===== src/rtl/param_mem_slave.sv =====
// Parametrised single-port memory slave: synchronous write, RD_LAT-stage read pipeline, out-of-range error flag.
// Read latency RD_LAT cycles, fully pipelined; no backpressure, one request per cycle.
module param_mem_slave #(
  parameter int DATA_W = 8,
  parameter int ADDR_W = 8,
  parameter int DEPTH  = 256,
  parameter int RD_LAT = 1
) (
  input  logic              clk,
  input  logic              rst_n,
  input  logic              enable,
  input  logic              read,
  input  logic [ADDR_W-1:0] addr,
  input  logic [DATA_W-1:0] wdata,
  output logic [DATA_W-1:0] data,
  output logic              data_valid,
  output logic              err
);

  localparam int IDX_W = (DEPTH > 1) ? $clog2(DEPTH) : 1;
  localparam logic [ADDR_W:0] DEPTH_L = (ADDR_W + 1)'(DEPTH);

  logic [DATA_W-1:0] mem [DEPTH];

  logic              in_range;
  logic              wr_req;
  logic              rd_req;
  logic [IDX_W-1:0]  idx;
  logic [DATA_W-1:0] rd_dat;

  logic [RD_LAT-1:0] vld_q;
  logic [RD_LAT-1:0] err_q;
  logic [DATA_W-1:0] dat_q [RD_LAT];

  assign in_range = ({1'b0, addr} < DEPTH_L);
  assign wr_req   = enable && !read;
  assign rd_req   = enable && read;
  assign idx      = addr[IDX_W-1:0];
  assign rd_dat   = in_range ? mem[idx] : '0;

  // Array has no reset; writes are blocked while reset is held.
  always_ff @(posedge clk) begin
    if (rst_n && wr_req && in_range) begin
      mem[idx] <= wdata;
    end
  end

  // Stage 0 captures the array at the request edge.
  always_ff @(posedge clk or negedge rst_n) begin
    if (!rst_n) begin
      vld_q[0] <= 1'b0;
      err_q[0] <= 1'b0;
      dat_q[0] <= '0;
    end else begin
      vld_q[0] <= rd_req;
      if (rd_req) begin
        dat_q[0] <= rd_dat;
        err_q[0] <= !in_range;
      end
    end
  end

  // Later stages only load on a valid word so the output holds between strobes.
  for (genvar s = 1; s < RD_LAT; s++) begin : g_stage
    always_ff @(posedge clk or negedge rst_n) begin
      if (!rst_n) begin
        vld_q[s] <= 1'b0;
        err_q[s] <= 1'b0;
        dat_q[s] <= '0;
      end else begin
        vld_q[s] <= vld_q[s-1];
        if (vld_q[s-1]) begin
          dat_q[s] <= dat_q[s-1];
          err_q[s] <= err_q[s-1];
        end
      end
    end
  end

  assign data       = dat_q[RD_LAT-1];
  assign data_valid = vld_q[RD_LAT-1];
  assign err        = err_q[RD_LAT-1] && vld_q[RD_LAT-1];

endmodule


===== config.mk =====
export PLATFORM = sky130hd
export DESIGN_NAME = param_mem_slave
export DESIGN_NICKNAME = d
export VERILOG_FILES = /design/src/rtl/param_mem_slave.sv
export SDC_FILE = /design/constraint.sdc
export NUM_CORES = 2
export LEC_CHECK = 0
export ABC_AREA = 1
export CORE_MARGIN = 10
export CORE_UTILIZATION = 55
export CTS_CLUSTER_DIAMETER = 200
export DETAILED_ROUTE_END_ITERATION = 10
export PLACE_DENSITY = 0.73
export SETUP_SLACK_MARGIN = 0.02
export SYNTH_ARGS = -nofsm -noshare
export SYNTH_HDL_FRONTEND = slang
export SYNTH_SLANG_ARGS = --single-unit

===== constraint.sdc =====
create_clock -name clk -period 1.52 [get_ports clk]
set_clock_uncertainty 0.15 [all_clocks]
set_input_delay 0.304 -clock clk [delete_from_list [all_inputs] [get_ports clk]]
set_output_delay 0.304 -clock clk [all_outputs]
set_load 0.03 [all_outputs]

==> results by group <==
Outcome
  – Status: finished with violations
  – Failing checks: setup timing

Yosys
  – Synthesized area: 84000 um2
  – Post-synth EDFFs: 2048
  – Seq/Total Area, Yosys: 0.735
  – Yosys warnings: 0
  – Syn Area/Cell: 10.9 um2
  – Top-count cell post-synth: nand2_1
  – Synth cell count leaders: nand2_1 (4193), edfxtp_1 (2048), nor2_1 (611)
  – Number of library cell types mapped by synthesis: 18
  – Top cell type's share of synthesized area: 0.732
  – Simple-gate area share of the yosys netlist: 0.230
  – FFs w/ async S/R, synth: 0.00438
  – Adder-cell share of the synthesized area: 0
  – Synth Net Count: 7746
  – Top cells by area, synth: edfxtp_1 (73%), nand2_1 (19%), nor2_1 (2.7%)
  – Largest family of logic cells by synthesized area: simple AND/OR/NAND/NOR gates
  – Synth Area in Compound Gates: 0.0116
  – Post-Synth XOR/XNOR Area: 0
  – Top FF cell, synth: edfxtp_1
  – Post-synth top area cell: edfxtp_1
  – Yosys reg bits: 2057
  – Post-Synthesis Cells: 7726
  – Multiplexer share of the synthesized area: 0

Placed design
  – PortBufs: 28
  – DP Wirelength: 158 mm
  – Pre-CTS setup slack: -1700 ps
  – Routability-driven placement congestion ratio: 1.00

Floorplan
  – Die area: 169000 um2
  – # rows: 143
  – Initial Util: 0.553
  – Core area: 152000 um2
  – Die height: 411 um
  – Die X: 411 um
  – Top Ports: 30

STA
  – Final worst-path cycle share: 1.32
  – Period minus WS final: 2010 ps
  – RSZ-0062 raised after global routing: true
  – Slew HR: 0.536
  – Setup violators final: 1219
  – Setup WS post-layout: -485 ps
  – Final Hold Violating Endpoints: 0
  – Slew Viols, Final: 0
  – Max Clock Freq: 0.499 GHz
  – Worst-margin pin slew: 693 ps

Route
  – Vias: 60000
  – Initial DRC count: 7414
  – Detail Route Antenna Nets: 0
  – Vias per std cell: 5.73
  – Wire per inst: 23.6 um
  – Pre-antenna DRT Iters: 8
  – Post-route DRC: 0
  – Post-Route WL: 248 mm

Finish
  – Util after Layout: 0.681
  – Fin nets: 8309
  – Antenna diode count: 0
  – Synth-to-layout area growth: 23.2%
  – Layout cells sized above 1: 0.187

Setup path
  – Setup CP Type: reg -> out
  – Critical path's top delay family: flip-flops
  – Critical Path Slowest Stage Cell: dfrtp_2
  – CP Buf/Inv Count: 1
  – Startpoint types: register
  – Max incr delay on CP: 510 ps
  – Crit path max fanout: 2
  – CP required: 1070 ps
  – CP arrival: 1550 ps
  – CP cell instances: buf_12
  – Crit. End Element: output port

GRT
  – Global-route wire length before repair: 365 mm
  – Initial antenna violation count: 2
  – Total track usage: 0.287
  – Largest net degree at the start of global routing: 76
  – Vias in the first global route: 58000
  – Total grt overflow: 0

Pwr
  – PwrDens: 1150 nW/um2
  – Static leakage: 39.8 nW
  – Maximum vdd drop: 1.26 mV

Flow run
  – Total of max-cap violations: 0

CTS
  – TritonCTS clock tree: built
  – CTS H-tree depth: 4
  – Root Buffer: clkbuf_16
  – Clock Sinks: 2057
  – Clk slew on worst S/H paths: 60 ps
  – Num CTS Buffers: 201
  – Clk buf depth: 3
  – Clk_lat worst skew: 880 ps

Hold path
  – Hold WC Path Type: in -> reg
## flip-flops by register name, summed over array words and instances (netlist names)
register / count
data: 8
data_valid: 1
mem: 2048
## layout by cell type, fill, tap and decap left out, drive strengths merged
cell and count:
clkbuf 255, bufinv 6, dfrtp 9, conb 1, nand2 4193, dlygate4sd2 6, bufbuf 7, nand4 92
edfxtp 2048, o21ai 100, dlygate4sd3 12, a21oi 94, nor2 613, clkinvlp 4, buf 736, clkinv 91
nand3 134, inv 44
## through the flow
stage | setup TNS, ps | hold WS, ps | cell area [um2] | total power [W] | instances
global placement | -2504960 | 421 | 94700 | 0.0720 | 10000
floorplan | -819720 | -142 | 86400 | 0.0674 | 7726
global route | -86040 | 134 | 103000 | 0.121 | 10500
detailed placement | -2599320 | 422 | 94700 | 0.0721 | 10000
finish | -96480 | 154 | 103000 | 0.119 | 10500
CTS | -9180 | 85.9 | 102000 | 0.118 | 10400
## logic make-up after synthesis
logic type / Yosys count
and+or+nand+nor: 5032
DFF: 2057
buffers and inverters: 442
AOI/OAI and AO/OA: 194
other: 1
## power breakdown
part	internal (W)	switching, W	total (W)
clock network	0.0256	0.0212	0.0468
registers	0.0624	0.000125	0.0625
logic	0.00304	0.00622	0.00926
total	0.0910	0.0276	0.119
## per-layer routing
metal	wire length [um]	GRT usage	up-vias
met5	0	0	-
li1	-	-	26800
met1	91200	0.390	29000
met4	12700	0.133	0
met2	114000	0.443	3527
met3	29700	0.0641	648
## area by class of cell
cell class | instances | area, um2
flip-flops and latches | 2057 | 61700
fillers | 10200 | 48500
clock buffers | 253 | 5270
inverters | 39 | 215
multi-input cells | 5227 | 23300
clock inverters | 106 | 821
well taps | 2030 | 2540
repair buffers | 763 | 9560
## timing repair
| action | CTS | global route |
|---|---|---|
| resized for setup | 209 | 222 |
| setup endpoints to repair | 2056 | 1180 |
| endpoints found under the hold margin | 1987 | 0 |
| gates cloned | 8 | 1 |
| hold buffers | 12 | 0 |
| pin swaps | 125 | 179 |
| setup buffers | 41 | 28 |
## path summary, 6_finish.rpt
path | start | end | slack [ps] | cells after the start
setup reg to reg | mem[133][0] | data[0] | -420 | 15
setup / recovery | data[6] | data[6] | -490 | 1
max in group asynchronous | rst_n | data[6] | 40 | 4
hold reg to reg | data[5] | data[5] | 460 | 2
min in group asynchronous | rst_n | data_valid | 680 | 4
hold / removal | wdata[0] | mem[4][0] | 150 | 2
Note: power is estimated with default switching activity, not from simulation.
